**config.mk**
```make
export PLATFORM = sky130hd
export DESIGN_NAME = cu_flag_unit
export DESIGN_NICKNAME = d
export VERILOG_FILES = /design/src/rtl/cu_flag_unit.sv
export SDC_FILE = /design/constraint.sdc
export NUM_CORES = 1
export LEC_CHECK = 0
export ABC_AREA = 1
export CAP_MARGIN = 25
export CORE_MARGIN = 5
export CORE_UTILIZATION = 52
export CTS_BUF_LIST = sky130_fd_sc_hd__clkbuf_16
export DETAILED_ROUTE_END_ITERATION = 7
export GPL_ROUTABILITY_DRIVEN = 0
export GPL_TIMING_DRIVEN = 0
export MAX_ROUTING_LAYER = met4
export PLACE_DENSITY = 0.83
export SETUP_SLACK_MARGIN = 0.1
export SLEW_MARGIN = 10
export SYNTH_ARGS = -nofsm -noshare
export SYNTH_HDL_FRONTEND = slang
export SYNTH_SLANG_ARGS = --single-unit
export TNS_END_PERCENT = 30
```
**constraint.sdc**
```tcl
create_clock -name clk -period 3.3 [get_ports clk]
set_input_delay 0.66 -clock clk [delete_from_list [all_inputs] [get_ports clk]]
set_output_delay 0.66 -clock clk [all_outputs]
set_load 0.1 [all_outputs]
```
**src/rtl/cu_flag_unit.sv**
```systemverilog
// cu_flag_unit: condition-flag writeback with a single pending stage.
// A qualified write is captured into the pending stage, forwarded
// combinationally to FlagsA/FlagsB, and committed on the following edge.
// A shadow copy supports save/restore. Restore wins over commit and capture.
module cu_flag_unit (
  input  logic       clk,
  input  logic       reset_n,
  input  logic       Valid,
  input  logic       CondExIn,
  input  logic [1:0] FlagWE,
  input  logic [3:0] ALUFlags,
  input  logic       Stall,
  input  logic       Flush,
  input  logic       SaveReq,
  input  logic       RestoreReq,
  output logic [1:0] FlagsA,
  output logic [1:0] FlagsB,
  output logic       Busy,
  output logic [7:0] WriteCount
);

  typedef enum logic {
    IDLE = 1'b0,
    PEND = 1'b1
  } state_t;

  state_t     state;
  state_t     state_nxt;
  logic       cap;
  logic       cap_eff;
  logic       pend_valid;
  logic       commit;
  logic [1:0] pend_we;
  logic [3:0] pend_flags;
  logic [1:0] reg_a;
  logic [1:0] reg_b;
  logic [3:0] shadow;
  logic [1:0] pend_a;
  logic [1:0] pend_b;

  // Saturating increment for the commit counter.
  function automatic logic [7:0] sat_inc(input logic [7:0] v);
    return (v == 8'hFF) ? v : v + 8'd1;
  endfunction

  // Write qualification; a restore in the same cycle discards the capture,
  // and also discards the commit of whatever is pending.
  always_comb begin
    cap     = Valid & CondExIn & (|FlagWE) & ~Stall & ~Flush;
    cap_eff = cap & ~RestoreReq;
    commit  = pend_valid & ~RestoreReq;
  end

  // ALUFlags is {N,Z,C,V}; the A group is {Z,N}, the B group is {C,V}.
  always_comb begin
    pend_a = {pend_flags[2], pend_flags[3]};
    pend_b = pend_flags[1:0];
  end

  // FSM state register.
  always_ff @(posedge clk or negedge reset_n) begin
    if (!reset_n) state <= IDLE;
    else          state <= state_nxt;
  end

  // FSM next state: a capture keeps/enters PEND, otherwise drain to IDLE.
  always_comb begin
    state_nxt = state;
    case (state)
      IDLE:    if (cap_eff)  state_nxt = PEND;
      PEND:    if (!cap_eff) state_nxt = IDLE;
      default: state_nxt = IDLE;
    endcase
  end

  assign pend_valid = (state == PEND);

  // Pending stage: payload only reloads on an effective capture.
  always_ff @(posedge clk or negedge reset_n) begin
    if (!reset_n) begin
      pend_we    <= 2'b00;
      pend_flags <= 4'b0000;
    end else if (cap_eff) begin
      pend_we    <= FlagWE;
      pend_flags <= ALUFlags;
    end
  end

  // Committed flags: restore from shadow, else commit the pending write.
  always_ff @(posedge clk or negedge reset_n) begin
    if (!reset_n) begin
      reg_a <= 2'b00;
      reg_b <= 2'b00;
    end else if (RestoreReq) begin
      reg_a <= shadow[3:2];
      reg_b <= shadow[1:0];
    end else if (commit) begin
      if (pend_we[1]) reg_a <= pend_a;
      if (pend_we[0]) reg_b <= pend_b;
    end
  end

  // Shadow copy of the forwarded view; a simultaneous restore keeps it intact.
  always_ff @(posedge clk or negedge reset_n) begin
    if (!reset_n)                     shadow <= 4'b0000;
    else if (SaveReq && !RestoreReq)  shadow <= {FlagsA, FlagsB};
  end

  // Commit counter, saturating.
  always_ff @(posedge clk or negedge reset_n) begin
    if (!reset_n)    WriteCount <= 8'h00;
    else if (commit) WriteCount <= sat_inc(WriteCount);
  end

  // Forwarded view: a pending write overrides the committed value per group.
  always_comb begin
    FlagsA = (pend_valid & pend_we[1]) ? pend_a : reg_a;
    FlagsB = (pend_valid & pend_we[0]) ? pend_b : reg_b;
    Busy   = pend_valid;
  end

endmodule

```
# ---- Yosys cells after proc, flatten, opt, wreduce, memory -nomap -nowiden
# Index checks and enable logic that the tools add are counted.
# Widths: inputs -> output; s select.
dict set report word_totals {
  reg_bits 23
  out_inout_bits 13
}
dict set report op_classes {
  addsub 1
  n_eq_ne 1
  mux 9
  bitwise_logic 12
  n_reduce_logical 9
}
# operator n
set ops {}
lappend ops {{$mux 2} 8}
lappend ops {{$add 8x1->8 const B} 1}
lappend ops {{$and 1x1->1} 8}
lappend ops {{$eq 8x8->1 const B} 1}
lappend ops {{$reduce_and 2->1} 3}
lappend ops {{$reduce_bool 2->1} 3}
lappend ops {{$not 1->1} 4}
lappend ops {{$reduce_or 2->1} 1}
lappend ops {{$logic_and 1x1->1} 1}
lappend ops {{$logic_not 1->1} 1}
lappend ops {{$mux 1} 1}

# ---- Depth between registers and ports, before layout
# Gate-level depths: netlist of run 1.
dict set report depth {
  ltp_word 6
  mapped_depth 7
  ltp_nobuf 7
}

# ---- Least setup slack after synthesis of run 1
# Ideal clock, no wire load.
dict set report synth_path {
  path_kind {reg2out}
  from {register state (netlist: Busy)}
  to {output FlagsB[0]}
  arrival_ns 1.969
  path_slack_ns 0.671
  stages_incl_launch_ff 4
  n_path_buf 1
  path_cell_list {dfrtp_1 > buf_2 > nand3_1 > nand2_1}
}
dict set report synth_via {
  elab_chain_len 2
}
# item line_no
set synth_lines {}
lappend synth_lines {{start: declaration} 27} ;# state_t state;
lappend synth_lines {{start signal: assignment} 63} ;# else state <= state_nxt;
lappend synth_lines {{$and 1x1->1} 118} ;# FlagsB = (pend_valid & pend_we[0]) ? pend_b : reg_b;
lappend synth_lines {{$mux 2} 118}
lappend synth_lines {{end: declaration} 17} ;# output logic [1:0] FlagsB,
# Every way passes these cells.

# ---- Worst setup path after layout of run 1
dict set report layout_path {
  from {register state (netlist: Busy)}
  to {output FlagsB[1]}
}
# The elaborated chain is that of the path after synthesis.

==> impl_metrics.tcl, run 1 <==
set metrics [dict create \
    hpwlAfterDp_mm 1.76 \
    worst-path-buf-inv 2 \
    setup_violations 0 \
    ioPinCount 27 \
    clk_pin_slew_ps 60 \
    synthTopCellsByCount "nand2_1 (58), dfrtp_1 (23), inv_1 (12), nand3_1 (12), o21ai_0 (9)" \
    cp_common_cell "nand2_1" \
    h-tree-depth 1 \
    first_global_vias 1001 \
    clk_latency_ps 250 \
    grt_use_total_pct 16.2 \
    yosysWarnings 0 \
    ctsHoldBuffers 0 \
    r2r_cells 7 \
    period_needed_ps 2880 \
    ys_types 18 \
    post_drt_wl_per_cell_um 12.0 \
    via_per_inst 5.10 \
    ys_seq_area_share_pct 51.2 \
    synth_top_area_share_pct 51.2 \
    final_cell_area_um2 1520 \
    placed_cell_area_um2 1420 \
    nets 189 \
    crit_type "flip-flop to output pin" \
    grt_max_degree 24 \
    initial_utilization_pct 56.1 \
    dieHeight_um 56.5 \
    yosysTopAreaCell "dfrtp_1" \
    setup_tns_ps 0 \
    crit_path_max_fanout 8 \
    crit_chain "buf_2 -> nand2_1 -> nand2_1 -> nand2_1 -> clkdlybuf4s50_1" \
    hold_path.class "flip-flop to flip-flop" \
    portBuffers 26 \
    slowest_stage "clkdlybuf4s50_1" \
    wl_met1_um 994 \
    ys_dominant_reg_cell "dfrtp_1" \
    cts_sinks 23 \
    die_w_um 56.5 \
    cp_top_family "buffers and inverters" \
    postRouteAntennaNets 0 \
    avgSynthCellArea_um2 7.91 \
    critPathMaxStageDelay_ps 1150 \
    postCtsSetupBuffers 0 \
    num_rows 16 \
    ys_seq_elements 23 \
    die_area_um2 3190 \
    dr.pass1.iters 4 \
    fmax_mhz 347 \
    diodes 0 \
    synthArstFlopShare_pct 100 \
    tritoncts "done" \
    syn_nets 157 \
    cts_resized 0 \
    areaGrowthSynthToFinish_pct 35.6 \
    finalHoldViolCount 0 \
    top_layer "met4" \
    whs_path_depth 2 \
    synth-edff-count 0 \
    drc_errors 0 \
    clk_path_buf_depth 2 \
    num_vias 1020 \
    drt_iter0_drc 30 \
    final_util_pct 76.1 \
    crit_path_end_kind "output pin" \
    fin_crit_sh_pct 87.3 \
    finClkSkew_ps 3.09 \
    netlist_area_um2 1120 \
    overflow 0 \
    root_buffer "clkbuf_16" \
    drive_gt1_share_pct 9.25 \
    grt_pass1_wl_mm 4.05 \
    p_per_area_nw_per_um2 538 \
    rsz0062_at_grt "false" \
    worstPathArrival_ps 2220 \
    wl_met2_mm 1.26 \
    crit_required_ps 2640 \
    met3_length_um 111 \
    ir_drop_mv 0.400 \
    outcome "finished clean" \
    core_area_um2 2000 \
    startpoint_type "flip-flop" \
    worstMarginPinSlew_ps 990 \
    p_leak_uw 0.000736 \
    antenna_found_initial 0 \
    slew_headroom_pct 33.8 \
    maxCapViolations 0 \
    slew_violations 0 \
    synth_area_leaders "dfrtp_1 (51%), nand2_1 (19%), nand3_1 (5.3%), o21ai_0 (4.0%), inv_1 (4.0%)" \
    synth_cells 142 \
    worstSetupPathDepth 5 \
    wirelength_mm 2.39 \
    synth_most_common_cell "nand2_1" \
    cts_buffers 3 \
]
[flip-flops by register name (all words and copies together) (netlist names)]
signal      flops
WriteCount      8
shadow          4
pend_flags      4
reg_a           2
reg_b           2
Busy            1
pend_we         2
[layout make-up]
class                      count  area, um^2
inverter                      15        56.3
timing repair buffer          27         288
sequential                    23         576
clock inverter                 1        3.75
clock buffer                   3        75.1
fill                         152         478
multi-input combinational    102         482
buffer                         2        10.0
tap                           27        33.8
[path summary, 6_finish.rpt]
path,from,end,slack (ps)
min in group asynchronous,reset_n,WriteCount[4],710
max,Busy,FlagsB[1],420
min,pend_flags[1],pend_flags[1],490
max reg2reg,WriteCount[0],WriteCount[2],1910
min reg2reg,pend_flags[1],pend_flags[1],490
max in group asynchronous,reset_n,reg_b[0],2170
[where the power goes]
part | switching [uW] | internal, uW
logic | 156 | 63.1
registers | 24.0 | 320
clock network | 94.5 | 162
[logic make-up (layout without fill, tap and decap cells)]
kind of cell	count (synthesis)	count (layout)	share of synthesized area [%]
DFF	23	23	51.2
adders and majority gates	1	1	1.11
and+or+nand+nor	90	90	36.5
AOI/OAI and AO/OA	10	10	4.45
xor gates and xnor gates	1	1	0.780
buffers and inverters	17	48	5.90
[cell usage in the layout (no fill, tap or decap), types with 2 or more instances in the layout]
cell type and n:
dfrtp_1 23, nand2_2 2, clkdlybuf4s50_1 26, nand3_1 12
clkbuf_16 3, nor2_4 2, nand2_1 58, buf_2 2
nand2_4 2, o21ai_0 9, nor2_1 6, nand4_1 5
inv_2 3, inv_1 13
[tightest hold or removal path, stage by stage (launching register included)]
cell	delay, ps
dfrtp_1	350
nand2_1	50
nand2_1	50
[per-stage QoR]
step | std cells | worst slack (ps) | total power [uW] | hold WS, ps
floorplan | 142 | 671 | 499 | 364
global placement | 195 | 731 | 560 | 477
detailed placement | 195 | 718 | 565 | 472
CTS | 199 | 414 | 821 | 488
global route | 200 | 327 | 856 | 517
finish | 200 | 419 | 819 | 486
[routing by layer]
layer	GRT usage, %	vias to the layer above
met5	-	-
met4	7.12	0
li1	-	509
met1	18.0	482
met2	27.9	25
met3	3.21	4
No activity file was read; power rests on OpenSTA's default activity.
==> inputs of run 2 (changes only) <==
- ABC_AREA: 1 -> default
- CORE_MARGIN: 5 -> default
- CORE_UTILIZATION: 52 -> 50
- PLACE_DENSITY: 0.83 -> 0.82
==> impl_metrics.tcl, run 2 <==
set metrics [dict create \
    ys_dominant_reg_cell "dfrtp_1" \
    portBuffers 25 \
    synth_most_common_cell "dfrtp_1" \
    grt_pass1_wl_mm 3.02 \
    clk_path_buf_depth 2 \
    core_area_um2 1960 \
    num_vias 724 \
    synth-edff-count 0 \
    grt_util_met2_pct 36.7 \
    whs_ps 501 \
    worstPathArrival_ps 2220 \
    p_leak_uw 0.000647 \
    top_register "WriteCount" \
    largest_reg_flops 8 \
    startpoint_type "flip-flop" \
    slew_headroom_pct 35.3 \
    grt_max_degree 24 \
    crit_type "flip-flop to output pin" \
    hpwlAfterDp_mm 1.42 \
    final_cell_mix "clkdlybuf4s50_1 (25), dfrtp_1 (23), mux2_2 (20), nand2_1 (4)" \
    dieHeight_um 47.6 \
    p_per_area_nw_per_um2 543 \
    antenna_found_initial 0 \
    setup_slack_ps 420 \
    dr.pass1.iters 4 \
    yosysWarnings 0 \
    final_common_cell "clkdlybuf4s50_1" \
    p_total_uw 776 \
    die_w_um 47.6 \
    ys_seq_area_share_pct 55.4 \
    cts_resized 0 \
    h-tree-depth 1 \
    largestRegisters "WriteCount: 8 flops, pend_flags: 4 flops, shadow: 4 flops" \
    wirelength_mm 1.94 \
    fin_crit_sh_pct 87.3 \
    synthArstFlopShare_pct 100 \
    rsz0062_at_grt "false" \
    crit_path_end_kind "output pin" \
    overflow 0 \
    avgSynthCellArea_um2 13.7 \
    grt-busiest-layer "met2" \
    via_per_inst 5.44 \
    crit_required_ps 2640 \
    synthTopCellsByCount "dfrtp_1 (23), mux2_2 (20), nand2_1 (4)" \
    netlist_area_um2 1040 \
    cts_buffers 3 \
    synth_area_leaders "dfrtp_1 (55%), mux2_2 (22%), xnor2_1 (2.5%), nor4_4 (2.0%), and4b_1 (1.9%)" \
    worstMarginPinSlew_ps 968 \
    drc_errors 0 \
    cts_sinks 23 \
    finClkSkew_ps 3.16 \
    setup_tns_ps 0 \
    yosysTopAreaCell "dfrtp_1" \
    ys_seq_elements 23 \
    setup_violations 0 \
    tritoncts "done" \
    nets 122 \
    ir_drop_mv 0.502 \
    postCtsSetupBuffers 0 \
    die_area_um2 2260 \
    hold_path.class "flip-flop to flip-flop" \
    finalHoldViolCount 0 \
    clk_latency_ps 260 \
    slew_violations 0 \
    fmax_mhz 347 \
    maxCapViolations 0 \
    first_global_vias 718 \
    outcome "finished clean" \
    root_buffer "clkbuf_16" \
    ys_types 23 \
    period_needed_ps 2880 \
    diodes 0 \
    postRouteAntennaNets 0 \
    crit_path_max_fanout 6 \
    ioPinCount 27 \
    clk_pin_slew_ps 60 \
    syn_nets 91 \
    post_drt_wl_per_cell_um 14.6 \
    drive_gt1_share_pct 24.5 \
    use_met1_pct 20.7 \
    grt_use_total_pct 20.9 \
    num_rows 16 \
    areaGrowthSynthToFinish_pct 37.6 \
    initial_utilization_pct 52.9 \
    synth_top_area_share_pct 55.4 \
    pre_cts_slack_ps 719 \
    grtUsageMet3_pct 5.66 \
    synth_cells 76 \
    drt_iter0_drc 11 \
    ctsHoldBuffers 0 \
]
run 2: cell types whose count changed after synthesis, sizes merged, moves of 2 or more:
cell	change
nand3	-10
o21ai	-9
mux2	+20
a31oi	+2
xnor2	+2
inv	-14
nand2	-58
o211ai	+2
nand4	-3
nor2	-8
and4b	+2
a21oi	+3
run 2: power breakdown:
group	switching, uW	leakage, uW	internal [uW]
logic	117	0.000301	66.8
registers	23.3	0.000304	314
clock network	93.0	0.0000423	162
total	233	0.000647	542
run 2: metrics by stage:
| step | std cells | utilization (%) | instance area (um^2) |
|---|---|---|---|
| after CTS | 132 | 71.4 | 1400 |
| after global placement | 128 | 67.4 | 1320 |
| final | 133 | 72.8 | 1430 |
| after global routing | 133 | 72.8 | 1430 |
| after detailed placement | 128 | 67.4 | 1320 |
| after floorplan | 76 | - | 1040 |
run 2: per-layer routing:
layer	part of all wire, %	vias to the layer above	routed length, um
met2	53	27	1040
met5	0	-	0
met1	38	350	736
met4	3.3	0	64
met3	5.2	7	100
li1	-	340	-
run 2: path summary, 6_finish.rpt:
check / from / end / slack (ps) / cells past startpoint
max reg2reg: WriteCount[0] / WriteCount[1] / 1580 / 4
max: Busy / FlagsA[1] / 420 / 3
min: shadow[2] / shadow[2] / 500 / 1
min reg2reg: shadow[2] / shadow[2] / 500 / 1
max in group asynchronous: reset_n / pend_flags[1] / 2210 / 2
min in group asynchronous: reset_n / pend_flags[3] / 680 / 1
run 2: cell families after synthesis:
kind of cell | share of synthesized area [%]
xor gates and xnor gates | 2.53
and+or+nand+nor | 11.4
AOI/OAI and AO/OA | 5.30
muxes | 22.7
buffers and inverters | 1.45
DFF | 55.4
adders and majority gates | 1.20
run 2: cell type report:
cell class / instances / area (um^2)
Sequential cell: 23 / 576
Buffer: 1 / 11.3
Clock inverter: 1 / 3.75
Inverter: 1 / 3.75
Clock buffer: 3 / 75.1
Timing Repair Buffer: 26 / 278
Fill cell: 152 / 533
Multi-Input combinational cell: 51 / 448
Tap cell: 27 / 33.8
run 2: worst max-delay path, cell delays in order, from the launching register on:
cell,delay (ps)
dfrtp_1,440
nand2_1,120
mux2_2,270
clkdlybuf4s50_1,1140
==> inputs of run 3 (changes only) <==
- CELL_PAD_IN_SITES_DETAIL_PLACEMENT: default -> 1
- CELL_PAD_IN_SITES_GLOBAL_PLACEMENT: default -> 1
- CORE_MARGIN: default -> 8
- CORE_UTILIZATION: 50 -> 34
- PLACE_DENSITY: 0.82 -> default
- PLACE_DENSITY_LB_ADDON: default -> 0.1
- clock period: 3.3 -> 2.3 ns (I/O delays scaled with it)
==> impl_metrics.tcl, run 3 (synthesis results as in run 2) <==
set metrics [dict create \
    crit_path_end_kind "output pin" \
    drt_iter0_drc 24 \
    crit_required_ps 1840 \
    num_rows 20 \
    largest_reg_flops 8 \
    die_w_um 71.3 \
    largestRegisters "WriteCount: 8 flops, pend_flags: 4 flops, shadow: 4 flops" \
    initial_utilization_pct 34.9 \
    finalHoldViolCount 0 \
    top_register "WriteCount" \
    worstPathArrival_ps 1650 \
    crit_type "flip-flop to output pin" \
    core_area_um2 2980 \
    portBuffers 25 \
    postCtsSetupBuffers 0 \
    cts_resized 19 \
    slowest_stage "clkdlybuf4s15_2" \
    slew_violations 0 \
    fmax_mhz 475 \
    grt_use_total_pct 9.73 \
    tritoncts "done" \
    nets 122 \
    maxCapViolations 0 \
    overflow 0 \
    outcome "finished clean" \
    first_global_vias 791 \
    final_cell_mix "dfrtp_1 (21), mux2_2 (20), clkdlybuf4s50_1 (12), dlygate4sd2_1 (9), nand2_1 (4)" \
    worstMarginPinSlew_ps 973 \
    drive_gt1_share_pct 30.2 \
    wirelength_mm 2.21 \
    final_cell_area_um2 1430 \
    crit_path_max_fanout 6 \
    startpoint_type "flip-flop" \
    final_common_cell "dfrtp_1" \
    antenna_found_initial 0 \
    placed_cell_area_um2 1360 \
    dieHeight_um 71.3 \
    slew_headroom_pct 35.4 \
    clk_path_buf_depth 2 \
    p_leak_uw 0.000680 \
    cts_sinks 23 \
    diodes 0 \
    ioPinCount 27 \
    nFillCells 304 \
    fin_crit_sh_pct 91.6 \
    whs_ps 460 \
    root_buffer "clkbuf_16" \
    hold_path.class "input pin to flip-flop" \
    p_per_area_nw_per_um2 773 \
    clk_latency_ps 250 \
    via_per_inst 5.05 \
    num_vias 702 \
    grt_max_degree 17 \
    rsz0062_at_grt "false" \
    postRouteAntennaNets 0 \
    dr.pass1.iters 3 \
    hpwlAfterDp_mm 1.73 \
    critPathMaxStageDelay_ps 470 \
    areaGrowthSynthToFinish_pct 37.3 \
    drc_errors 0 \
    ir_drop_mv 0.326 \
    setup_violations 0 \
    h-tree-depth 1 \
    crit_chain "nand2_1 -> mux2_2 -> clkdlybuf4s15_2" \
    post_drt_wl_per_cell_um 15.9 \
    finClkSkew_ps 1.82 \
    grt_pass1_wl_mm 3.77 \
    clk_pin_slew_ps 60 \
    period_needed_ps 2110 \
    cts_buffers 3 \
    ctsHoldBuffers 0 \
    die_area_um2 5080 \
]
[run 3: final timing paths]
path | slack (ps) | depth (start not counted) | endpoint | startpoint
min | 460 | 2 | Busy | RestoreReq
min in group asynchronous | 530 | 1 | WriteCount[5] | reset_n
max in group asynchronous | 1330 | 2 | WriteCount[1] | reset_n
min reg2reg | 500 | 1 | reg_b[1] | shadow[1]
max reg2reg | 650 | 4 | WriteCount[1] | WriteCount[0]
max | 190 | 3 | FlagsB[0] | Busy
[run 3: report_power, final]
group / internal [uW] / leakage [uW] / switching (uW)
Combinational: 84.5 / 0.000336 / 165
Sequential: 452 / 0.000301 / 31.9
Clock: 232 / 0.0000423 / 137
[run 3: critical path: cells and delay by family (launching register included)]
| kind | cells | cell delay (ps) |
|---|---|---|
| buffers and inverters | 1 | 470 |
| DFF | 1 | 420 |
| muxes | 1 | 370 |
| and+or+nand+nor | 1 | 130 |
[run 3: cell type report]
class,count,area [um^2],area share (%)
Inverter,1,3.75,0.263
Sequential cell,23,578,40.5
Clock buffer,3,75.1,5.26
Buffer,1,11.3,0.789
Multi-Input combinational cell,51,448,31.4
Timing Repair Buffer,26,265,18.6
Clock inverter,1,3.75,0.263
Tap cell,33,41.3,2.89
[run 3: per-stage QoR]
stage | TNS, ps | setup slack (ps) | utilization (%) | power [uW] | instances
after global placement | -346 | -90.3 | 44.7 | 747 | 134
after detailed placement | -333 | -88.8 | 45.7 | 757 | 135
after floorplan | 0 | 96.1 | - | 668 | 76
after global routing | 0 | 139 | 47.9 | 1150 | 139
final | 0 | 194 | 47.9 | 1100 | 139
after CTS | -78.7 | -78.7 | 48.0 | 1120 | 139
[run 3: metal layers]
metal  part of all wire [%]  track usage [%]
met1                     43             10.4
met2                     52             15.7
met3                    4.6             2.93
met4                   0.95             5.54
met5                      0                -
